==> src/rtl/hidden_layer_pkg.sv <==
// Shared types, constant weight/bias tables and FSM encoding for the first
// hidden layer. Optional ReLU activation is selected by HIDDEN_RELU_EN.
package hidden_layer_pkg;
  typedef logic signed [4:0]  act_t;
  typedef logic signed [11:0] acc_t;
  typedef enum logic [1:0] {ST_IDLE, ST_ACC, ST_OUT} state_e;

  localparam int N_IN  = 4;
  // Table rows; neurons beyond N_TAB reuse rows modulo N_TAB.
  localparam int N_TAB = 4;

  // Weights: 2 on the diagonal, 0 elsewhere.
  localparam act_t W [N_TAB][N_IN] = '{
    '{act_t'(2), act_t'(0), act_t'(0), act_t'(0)},
    '{act_t'(0), act_t'(2), act_t'(0), act_t'(0)},
    '{act_t'(0), act_t'(0), act_t'(2), act_t'(0)},
    '{act_t'(0), act_t'(0), act_t'(0), act_t'(2)}};
  localparam act_t B [N_TAB] = '{act_t'(1), act_t'(0), act_t'(0), act_t'(-1)};

  function automatic act_t w_of(input int j, input logic [1:0] i);
    logic [1:0] jj;
    jj = 2'(j % N_TAB);
    return W[jj][i];
  endfunction

  function automatic act_t b_of(input int j);
    logic [1:0] jj;
    jj = 2'(j % N_TAB);
    return B[jj];
  endfunction
endpackage

==> src/rtl/hidden_neuron_mac.sv <==
// One hidden neuron: sequential MAC over the latched inputs, then
// bias, arithmetic shift, optional ReLU (HIDDEN_RELU_EN) and saturation.
module hidden_neuron_mac
  import hidden_layer_pkg::*;
#(
  parameter int J     = 0,
  parameter int SHIFT = 0
) (
  input  logic       clk,
  input  logic       rst,
  input  logic       clr,
  input  logic       acc_en,
  input  logic       load,
  input  logic [1:0] idx,
  input  act_t       x,
  output act_t       out
);
  acc_t acc_q, acc_d;
  act_t out_q, out_d;
  act_t w, b;
  logic signed [9:0]  prod;
  logic signed [12:0] sum, v, v_act;
  act_t sat;

  // Accumulate, then bias/shift/activate/saturate the finished sum.
  always_comb begin
    w     = w_of(J, idx);
    b     = b_of(J);
    prod  = $signed({{5{w[4]}}, w}) * $signed({{5{x[4]}}, x});
    acc_d = acc_q;
    if (clr)         acc_d = '0;
    else if (acc_en) acc_d = acc_q + {{2{prod[9]}}, prod};
    // One guard bit so acc + bias can never wrap.
    sum = $signed({acc_q[11], acc_q}) + $signed({{8{b[4]}}, b});
    v   = sum >>> SHIFT;
`ifdef HIDDEN_RELU_EN
    v_act = (v < 13'sd0) ? 13'sd0 : v;
`else
    v_act = v;
`endif
    if (v_act > 13'sd15)       sat = 5'sd15;
    else if (v_act < -13'sd16) sat = -5'sd16;
    else                       sat = v_act[4:0];
    out_d = load ? sat : out_q;
  end

  // Accumulator and result registers; result holds until the next load.
  always_ff @(posedge clk or posedge rst) begin
    if (rst) begin
      acc_q <= '0;
      out_q <= '0;
    end else begin
      acc_q <= acc_d;
      out_q <= out_d;
    end
  end

  assign out = out_q;
endmodule

==> src/rtl/hidden_layer_mac.sv <==
// First hidden layer: latches four activations, steps all neurons through a
// 4-cycle MAC, then publishes results with a one-cycle output_ready pulse.
// Optional ReLU activation is selected by HIDDEN_RELU_EN.
module hidden_layer_mac
  import hidden_layer_pkg::*;
#(
  parameter int NEURONS = 4,
  parameter int SHIFT   = 0
) (
  input  logic              clk,
  input  logic              rst,
  input  logic              input_ready,
  input  logic signed [4:0] in0,
  input  logic signed [4:0] in1,
  input  logic signed [4:0] in2,
  input  logic signed [4:0] in3,
  output logic signed [4:0] out [NEURONS],
  output logic              output_ready,
  output logic              busy
);
  state_e     state_q, state_d;
  logic [1:0] idx_q, idx_d;
  act_t       x_q [N_IN];
  act_t       x_d [N_IN];
  logic       output_ready_q, output_ready_d;
  logic       start, clr, acc_en, load;

  assign start = (state_q == ST_IDLE) && input_ready;

  // State register.
  always_ff @(posedge clk or posedge rst) begin
    if (rst) state_q <= ST_IDLE;
    else     state_q <= state_d;
  end

  // Next-state: IDLE -> ACC (4 cycles) -> OUT -> IDLE.
  always_comb begin
    state_d = state_q;
    case (state_q)
      ST_IDLE: if (input_ready) state_d = ST_ACC;
      ST_ACC:  if (idx_q == 2'd3) state_d = ST_OUT;
      ST_OUT:  state_d = ST_IDLE;
      default: state_d = ST_IDLE;
    endcase
  end

  // FSM outputs driving the neuron array.
  always_comb begin
    clr    = start;
    acc_en = (state_q == ST_ACC);
    load   = (state_q == ST_OUT);
    busy   = (state_q != ST_IDLE);
  end

  // Input latch, MAC index and ready pulse next-values.
  always_comb begin
    x_d            = x_q;
    idx_d          = idx_q;
    output_ready_d = (state_q == ST_OUT);
    if (start) begin
      x_d[0] = in0;
      x_d[1] = in1;
      x_d[2] = in2;
      x_d[3] = in3;
      idx_d  = 2'd0;
    end else if (state_q == ST_ACC) begin
      idx_d = idx_q + 2'd1;
    end
  end

  // Input latch, MAC index and ready pulse registers.
  always_ff @(posedge clk or posedge rst) begin
    if (rst) begin
      for (int i = 0; i < N_IN; i++) x_q[i] <= '0;
      idx_q          <= '0;
      output_ready_q <= 1'b0;
    end else begin
      x_q            <= x_d;
      idx_q          <= idx_d;
      output_ready_q <= output_ready_d;
    end
  end

  assign output_ready = output_ready_q;

  for (genvar j = 0; j < NEURONS; j++) begin : g_neuron
    hidden_neuron_mac #(.J(j), .SHIFT(SHIFT)) u_neuron (
      .clk    (clk),
      .rst    (rst),
      .clr    (clr),
      .acc_en (acc_en),
      .load   (load),
      .idx    (idx_q),
      .x      (x_q[idx_q]),
      .out    (out[j])
    );
  end
endmodule

==> config.mk <==
export PLATFORM = sky130hd
export DESIGN_NAME = hidden_layer_mac
export DESIGN_NICKNAME = d
export VERILOG_FILES = /design/src/rtl/hidden_layer_pkg.sv /design/src/rtl/hidden_neuron_mac.sv /design/src/rtl/hidden_layer_mac.sv
export SDC_FILE = /design/constraint.sdc
export NUM_CORES = 1
export LEC_CHECK = 0
export CAP_MARGIN = 0
export CORE_MARGIN = 1.5
export CORE_UTILIZATION = 60
export CTS_CLUSTER_DIAMETER = 200
export DETAILED_ROUTE_END_ITERATION = 10
export GPL_ROUTABILITY_DRIVEN = 0
export PLACE_DENSITY = 0.81
export SLEW_MARGIN = 30
export SYNTH_ARGS = -nofsm -noshare
export SYNTH_HDL_FRONTEND = slang
export SYNTH_HIERARCHICAL = 1
export SYNTH_SLANG_ARGS = --single-unit
==> constraint.sdc <==
create_clock -name clk -period 8.6 [get_ports clk]
set_clock_uncertainty 0.15 [all_clocks]
set_input_delay 2.15 -clock clk [delete_from_list [all_inputs] [get_ports clk]]
set_output_delay 2.15 -clock clk [all_outputs]
set_load 0.01 [all_outputs]
### After elaboration in Yosys (flattened, before gate mapping)

Index checks and enable logic that the tools add are counted.

* add/sub/neg operators: 7
* $mul: 4
* order comparisons: 9
* equality and inequality tests: 5
* mux-type cells: 36
* bitwise logic cells: 1
* reductions and logical operators: 5

Operator list (count)
* two-way mux 12 bit: 8
* two-way mux 5 bit: 18
* binary-select mux 5 bit (select 2 bit): 5
* adder 12 bit: 4
* multiplier 5 x 5 -> 10 bit: 4
* greater-than comparator 13 x 5 -> 1 bit, second input constant: 2
* less-than comparator 13 x 5 -> 1 bit, second input constant: 2
* greater-than comparator 12 x 5 -> 1 bit, second input constant: 2
* less-than comparator 12 x 5 -> 1 bit, second input constant: 2
* adder 12 x 1 -> 13 bit, second input constant: 1
* adder 12 x 2 -> 13 bit, second input constant: 1
* two-way mux 2 bit: 4
* equality test 2 bit, second input constant: 2
* case mux 2 bit (2 select lines): 1
* nonzero test 2 bit: 2
* >= comparator 3 bit, second input constant: 1
* inverter 2 -> 3 bit: 1
* adder 2 x 1 -> 2 bit, second input constant: 1
* equality test 2 x 1 -> 1 bit, second input constant: 1
* zero test 2 bit: 1
* != test 2 x 1 -> 1 bit, second input constant: 1
* != test 2 bit, second input constant: 1
* AND reduction 2 bit: 1
* logical AND 1 bit: 1

* register bits after elaboration: 93
* bits of input ports: 23
* output and inout port bits: 22
* word-level logic and storage cells: 82

### Depth between registers and ports, before layout

Gate-level depths: netlist of run 1.

* word-level depth: 8
* depth in mapped cells: 12
* depth with buffers taken out: 11

### By module

The synthesis of run 1 kept the hierarchy.

By module, submodules not included
* hidden_neuron_mac (g_neuron[3].u_neuron): instances 1, cells each 167, area an instance 1452.6 um^2, sequential area each 400.4 um^2
* hidden_neuron_mac (g_neuron[1].u_neuron): instances 1, cells each 141, area an instance 1238.7 um^2, sequential area each 400.4 um^2
* hidden_neuron_mac (g_neuron[2].u_neuron): instances 1, cells each 138, area an instance 1234.9 um^2, sequential area each 400.4 um^2
* hidden_neuron_mac (g_neuron[0].u_neuron): instances 1, cells each 135, area an instance 1207.4 um^2, sequential area each 400.4 um^2
* hidden_layer_mac: instances 1, cells each 65, area an instance 1093.5 um^2, sequential area each 625.6 um^2

### Least setup slack after synthesis of run 1

Ideal clock, no wire load.

* path kind: input -> register
* start point: in input_ready
* end point: reg g_neuron[0].u_neuron.acc_q[11]
* setup time: 0.128 ns
* arrival time: 3.230 ns
* required time: 8.322 ns
* slack: 5.092 ns
* stages: 5
* buffers on the path: 2
* cell sequence: nor3b_4 -> buf_6 -> clkbuf_1 -> nor2_1 -> mux2_1

* cells in the longest elaborated chain, start to end: 2
* elaborated cells on any way between the ends: 3
* classes of those cells: mux (1); reduce/logical (2)

RTL lines
* from (decl): line hidden_layer_mac.sv:12 `input logic input_ready,`
* logical AND 1 bit *: line hidden_layer_mac.sv:28 `assign start = (state_q == ST_IDLE) && input_ready;`
* net clr: line hidden_layer_mac.sv:26 `logic start, clr, acc_en, load;`
* two-way mux 12 bit or nonzero test 2 bit (tied branches)
* to (signal assigned): line hidden_neuron_mac.sv:50 `acc_q <= '0;`
* to (signal assigned): line hidden_neuron_mac.sv:53 `acc_q <= acc_d;`
* to (decl): line hidden_neuron_mac.sv:18 `acc_t acc_q, acc_d;`

The timed path passes the listed nets; every way through them passes the cells marked *.
A chain may end at the register's enable or synchronous reset.

### Worst setup path in the final report of run 1

* start point: in input_ready
* end point: reg g_neuron[0].u_neuron.acc_q[8]

* cells in the longest elaborated chain, start to end: 2
* elaborated cells on any way between the ends: 3
* classes of those cells: mux (1); reduce/logical (2)

RTL lines (line)
* logical AND 1 bit *: hidden_layer_mac.sv:28
* two-way mux 12 bit or nonzero test 2 bit (tied branches)

Mark *: on every way between the ends. The rest lies on a longest branch, timed or not.

==> impl_results.md, run 1 <==
* Max Slew Vio Count at 0
* Combinational family with the most area after synthesis: simple AND/OR/NAND/NOR gates
* Final Instance Area at 6864 sq um
* Core area at 10180 sq um
* Share of layout cells above drive strength 1 at 0.1067
* HP Class: flop to flop
* Slew @ Worst Pin at 0.8492 ns
* Port bufs at 44
* CTS tree: done
* Largest net degree at the start of global routing at 81
* Clk buf depth at 2
* DRC viols at 0
* Final Hold Viols at 0
* Outcome: completed
* Vias at 5004
* GRT Util Overall at 0.2625
* VDD IR max at 0.1855 mV
* Fmax at 233.8 MHz
* Setup crit start: input_ready
* Clk_lat worst skew at 0.37 ns
* Synth area leaders: dfrtp_1 36%, ha_1 8.4%, nor2_1 4.9%
* Synthesis-to-layout area growth at 10.23%
* Most frequent cells in the layout: 89 x dfrtp_1, 81 x nor2_1, 44 x clkdlybuf4s50_1
* Initial antenna violation count at 0
* Seq. cell area at 2227 sq um
* Die X at 104.9 um
* Slowest stage delay, CP at 0.66 ns
* Hold buffers post-CTS at 0
* First drt pass iteration count at 7
* PwrDens at 398.2 nW/um^2
* Most common cell after layout, fill and taps aside: dfrtp_1
* Distinct cells, synth at 78
* Final Util at 0.6740
* H-Tree Level Count at 3
* Worst flop-to-flop path startpoint: idx_q[1]
* Rel. slew slack at 0.4338
* Setup TNS at 0 ns
* Number of synthesized flops with an enable pin at 0
* Kind of critical path: input pin to flop
* LEAKAGE at 0.003156 uW
* Number of global-route vias before repair at 4955
* CP Capture Type: flop
* CP max-delay cell: buf_4
* Reg2reg setup slack at 4.78 ns
* First-pass GRT wire length at 23.31 mm
* Min Tclk post-route at 4.276 ns
* Crit Path Max Fanout at 80
* Fin crit share at 0.4973
* Die area at 11000 sq um
* Synthesized Nets at 715
* Yosys top cell by area: dfrtp_1
* Final nets at 750
* Post-detail-place hpwl at 9.659 mm
* R2r worst-path depth at 11
* Critical path required time at 8.70 ns
* Fillers at 790
* Share of the synthesized area in the top cell type at 0.3576
* Ys flop type: dfrtp_1
* Yosys warns at 6
* Grt ovf at 0
* Resized cells post-CTS at 0
* Ys async rst share at 1.000
* Crit path capture: g_neuron[0].u_neuron/acc_q[8]
* Clk root buf: clkbuf_8
* Post-synthesis mux area share at 0.1163
* Starting Density at 0.6114
* Drt total wl at 13.43 mm
* Antenna fix cells at 0
* RSZ-0062 raised after global routing: false
* Synth Area in Compound Gates at 0.1513
* Mapped Cells at 646
* Final setup vio count at 0
* Die height at 104.9 um
* CTS clock-pin slew for the worst setup and hold paths at 0.08 ns
* Cell area after synthesis at 6227 sq um
* XOR/XNOR Fraction of Synth Area at 0.03376
* I/O pins at 45
* Critical-path cell list: clkdlybuf4s50_1 > nor3b_4 > buf_4 > inv_1 > nand3_1 > mux2i_1 > a311o_1
* Sink Count at 89
* Placed inst area at 6680 sq um
* Footprint of the multi-input gates at 3685 sq um
* Vias per cell at 6.102
* Critical path launch point type: input pin
* Std-Cell Rows at 37
* Total setup buffers inserted after CTS at 0
* Area share of fa/ha/maj cells after synthesis at 0.09725
* Initial DRC count at 260
* FF-to-FF End: g_neuron[3].u_neuron/acc_q[11]
* Cts bufs inserted at 9
* Syn Area/Cell at 9.640 sq um
* Simple-gate share of the synthesized area at 0.1931
* Post-synthesis sequential area ratio at 0.3576
* Critical path arrival at 4.37 ns
* DRT antenna net count at 0
* Flops & latches, synth at 89
* Max-cap violation count at 0
* WL/cell at 16.38 um
## final cells by class
type | instances | share of cell area
Timing Repair Buffer | 46 | 0.06635
Multi-Input combinational cell | 497 | 0.5368
Tap cell | 136 | 0.02479
Sequential cell | 89 | 0.3245
Clock buffer | 11 | 0.02060
Clock inverter | 3 | 0.006198
Inverter | 38 | 0.02078
## where the power goes
part	switching, uW	leakage [uW]	internal [uW]
clock network	147	0.0000913	139
logic	879	0.00196	761
registers	195	0.00111	612
total	1220	0.00316	1510
## worst max-delay path: cells and delay by family
family	cells	cell delay (ns)
buffers and inverters	3	1.43
muxes	1	0.08
AOI/OAI and AO/OA	1	0.31
and+or+nand+nor	2	0.35
## worst min-delay path by stage
stage	start	endpoint	slack [ns]	cells after the start
floorplan	x_q[10]	x_q[10]	0.33	1
global placement	x_q[6]	x_q[6]	0.34	1
detailed placement	x_q[19]	x_q[19]	0.35	1
CTS	x_q[19]	x_q[19]	0.36	1
global route	g_neuron[1].u_neuron/out[4]	g_neuron[1].u_neuron/out[4]	0.37	1
finish	g_neuron[2].u_neuron/out[4]	g_neuron[2].u_neuron/out[4]	0.36	1
## registers in the layout, summed over array words and instances (netlist names)
| name | cells |
|---|---|
| g_neuron.u_neuron/out | 20 |
| g_neuron.u_neuron/acc_q | 44 |
| output_ready | 1 |
| state_q | 2 |
| idx_q | 2 |
| x_q | 20 |
## metal layers
metal	share of wire	up-vias	track usage	wire, um
li1	-	2407	-	-
met1	0.44	2435	0.3337	5862
met2	0.50	130	0.4505	6756
met3	0.035	32	0.03681	473
met4	0.025	0	0.1057	339
met5	0	-	0	0
## cell usage after synthesis, types with 5 or more instances
library cell / n
mux2i_1: 27
and2_1: 13
ha_1: 42
nand3_1: 18
a211oi_1: 8
and3_1: 6
nand2b_1: 17
dfrtp_1: 89
o21ai_0: 17
nor3b_1: 5
nor2_1: 81
nor2b_1: 7
mux2_2: 26
nand4_1: 12
xnor2_1: 20
nand2_1: 28
o22ai_1: 12
nor3_1: 9
o21ai_1: 6
a21o_1: 5
mux4_2: 5
buf_6: 9
o21bai_1: 5
a21oi_1: 39
inv_1: 37
## kinds of logic after synthesis
group / Yosys count
DFF: 89
adders and majority gates: 46
AOI/OAI and AO/OA: 138
xor gates and xnor gates: 24
muxes: 62
and+or+nand+nor: 227
buffers and inverters: 60
## metrics by stage
stage / cells / hold WS (ns) / worst slack, ns / total power, uW
detailed placement: 806 / 0.3454 / 3.955 / 2434
global placement: 806 / 0.3352 / 4.045 / 2334
CTS: 820 / 0.3636 / 4.345 / 2729
floorplan: 646 / 0.3252 / 5.092 / 2076
global route: 820 / 0.3731 / 4.124 / 2971
finish: 820 / 0.3600 / 4.324 / 2733
(Power assumes the default switching activity.)
==> run 2, diff against run 1 <==
- CORE_UTILIZATION: 60 -> 54
- PLACE_DENSITY: 0.81 -> 0.77
- clock period: 8.6 -> 3.8 ns (I/O delays scaled with it)
==> run 2 against run 1 <==
Compared with the run above: first-iteration DRC count up 22%; sequential share of layout area fell by 0.91 points; clock-buffer cell count increased by 3; total power is 140% higher; wire length up 2.4%; core utilization shrank 5.0 points; critical endpoint is now g_neuron[3].u_neuron/acc_q[11].
==> impl_results.md, run 2 (same netlist as run 1, synthesis figures left out) <==
* Die X at 110.4 um
* Resized cells post-CTS at 0
* Most common cell after layout, fill and taps aside: dfrtp_1
* Footprint of the multi-input gates at 3685 sq um
* Reg2reg setup slack at 0.18 ns
* Levels on crit path at 10
* Min Tclk post-route at 3.624 ns
* Vias at 4987
* Max Slew Vio Count at 0
* Number of global-route vias before repair at 4839
* Final cell count without fillers at 834
* Largest net degree at the start of global routing at 50
* WL/cell at 16.50 um
* DRC viols at 0
* Reg with most FFs: g_neuron.u_neuron/acc_q
* Setup crit start: idx_q[0]
* Buf/Inv on CP at 1
* Post-detail-place hpwl at 10.01 mm
* I/O pins at 45
* LEAKAGE at 0.003250 uW
* GRT Util Overall at 0.2405
* Share of layout cells above drive strength 1 at 0.1129
* Switching Fraction at 0.4285
* Initial antenna violation count at 0
* Fmax at 275.9 MHz
* H-Tree Level Count at 3
* Hold buffers post-CTS at 0
* HP Class: flop to flop
* Clk root buf: clkbuf_16
* Critical path arrival at 3.69 ns
* Cts bufs inserted at 9
* Worst flop-to-flop path startpoint: idx_q[0]
* Synthesis-to-layout area growth at 13.42%
* CP Capture Type: flop
* Crit path capture: g_neuron[3].u_neuron/acc_q[11]
* FF-to-FF End: g_neuron[3].u_neuron/acc_q[11]
* Slowest stage delay, CP at 0.67 ns
* CTS clock-pin slew for the worst setup and hold paths at 0.06 ns
* Worst Min Path Start: g_neuron[1].u_neuron/out[4]
* Final setup vio count at 0
* VDD IR max at 0.3290 mV
* Fillers at 930
* DRT antenna net count at 0
* Placed Cells incl. Taps at 818
* Kind of critical path: flop to flop
* Drt total wl at 13.76 mm
* Clk buf depth at 2
* Initial DRC count at 317
* Reg power frac at 0.278
* CTS tree: done
* Setup TNS at 0 ns
* Vias per cell at 5.980
* Combinational Power Share at 0.574
* Number of flip-flops in the largest register at 44
* Die height at 110.4 um
* First-pass GRT wire length at 22.92 mm
* R2r worst-path depth at 10
* Seq. cell area at 2227 sq um
* Critical path required time at 3.87 ns
* Rel. slew slack at 0.5708
* Antenna fix cells at 0
* Die area at 12180 sq um
* Total setup buffers inserted after CTS at 0
* Critical-path cell list: mux4_2 > nand3_1 > inv_1 > ha_1 > o21ai_0 > a21oi_1 > o31a_1 > o31ai_1 > o211a_1 > mux2_4
* Share of power burned in the clock network at 0.147
* Reported net switching power at 2817 uW
* Grt ovf at 0
* Sink Count at 89
* Final nets at 755
* Port bufs at 44
* RSZ-0062 raised after global routing: false
* Most frequent cells in the layout: 89 x dfrtp_1, 81 x nor2_1, 44 x clkdlybuf4s50_1
* Starting Density at 0.5501
* Final Hold Viols at 0
* Power Internal at 3757 uW
* CP max-delay cell: dfrtp_1
* Critical path launch point type: flop
* CP top delay family: compound AO/OA/AOI/OAI gates
* Clk_lat worst skew at 0.34 ns
* Crit Path Max Fanout at 15
* Fin crit share at 0.9537
* Slew @ Worst Pin at 0.6438 ns
* First drt pass iteration count at 4
* Core area at 11320 sq um
* PwrDens at 930.7 nW/um^2
* Outcome: completed
* Std-Cell Rows at 39
* Max-cap violation count at 0
==> run 2: worst register-to-register path, cell delays in order, from the launching register on <==
cell and delay, ns:
dfrtp_1 0.67, mux4_2 0.65, nand3_1 0.15, inv_1 0.17, ha_1 0.37, o21ai_0 0.10, a21oi_1 0.08, o31a_1 0.29
o31ai_1 0.33, o211a_1 0.25, mux2_4 0.31
==> run 2: final cells by class <==
| class | count | share of cell area |
|---|---|---|
| clock buffers | 14 | 0.03738 |
| clock inverters | 2 | 0.008503 |
| inverters | 38 | 0.02019 |
| multi-input cells | 497 | 0.5217 |
| flip-flops and latches | 89 | 0.3153 |
| well taps | 143 | 0.02533 |
| repair buffers | 51 | 0.07157 |
==> run 2: routing by layer <==
metal | vias to the layer above | part of all wire | track usage
met4 | 0 | 0.017 | 0.08333
met3 | 21 | 0.038 | 0.03880
met1 | 2432 | 0.45 | 0.3179
met5 | - | 0 | 0
met2 | 122 | 0.49 | 0.4008
li1 | 2412 | - | -
==> run 2: worst min path at each step <==
stage | slack (ns) | cells past startpoint | endpoint
4_1_cts | 0.36 | 1 | x_q[13]
3_3_place_gp | 0.34 | 1 | g_neuron[0].u_neuron/out[4]
3_5_place_dp | 0.35 | 1 | x_q[13]
5_1_grt | 0.38 | 1 | g_neuron[0].u_neuron/out[4]
2_1_floorplan | 0.33 | 1 | x_q[10]
6_report | 0.36 | 1 | g_neuron[1].u_neuron/out[4]
==> run 2: power groups by stage <==
| stage | clock (uW) | combinational [uW] | sequential, uW |
|---|---|---|---|
| 2_1_floorplan | 0 | 2980 | 1720 |
| 3_3_place_gp | 0 | 3530 | 1810 |
| 3_5_place_dp | 0 | 3730 | 1830 |
| 4_1_cts | 982 | 3760 | 1820 |
| 5_1_grt | 1030 | 4180 | 1890 |
| 6_report | 969 | 3780 | 1830 |
==> run 2: through the flow <==
stage | cell area [sq um] | hold WS, ns | setup WS (ns) | util | total power (uW)
final | 7063 | 0.3561 | 0.1759 | 0.6239 | 6574
after detailed placement | 6739 | 0.3463 | 0.2486 | 0.5953 | 5561
after global placement | 6739 | 0.3386 | 0.4064 | 0.5953 | 5339
after floorplan | 6227 | 0.3252 | 0.4867 | - | 4699
after global routing | 7063 | 0.3767 | 0.05209 | 0.6239 | 7106
after CTS | 7063 | 0.3600 | 0.1990 | 0.6239 | 6565
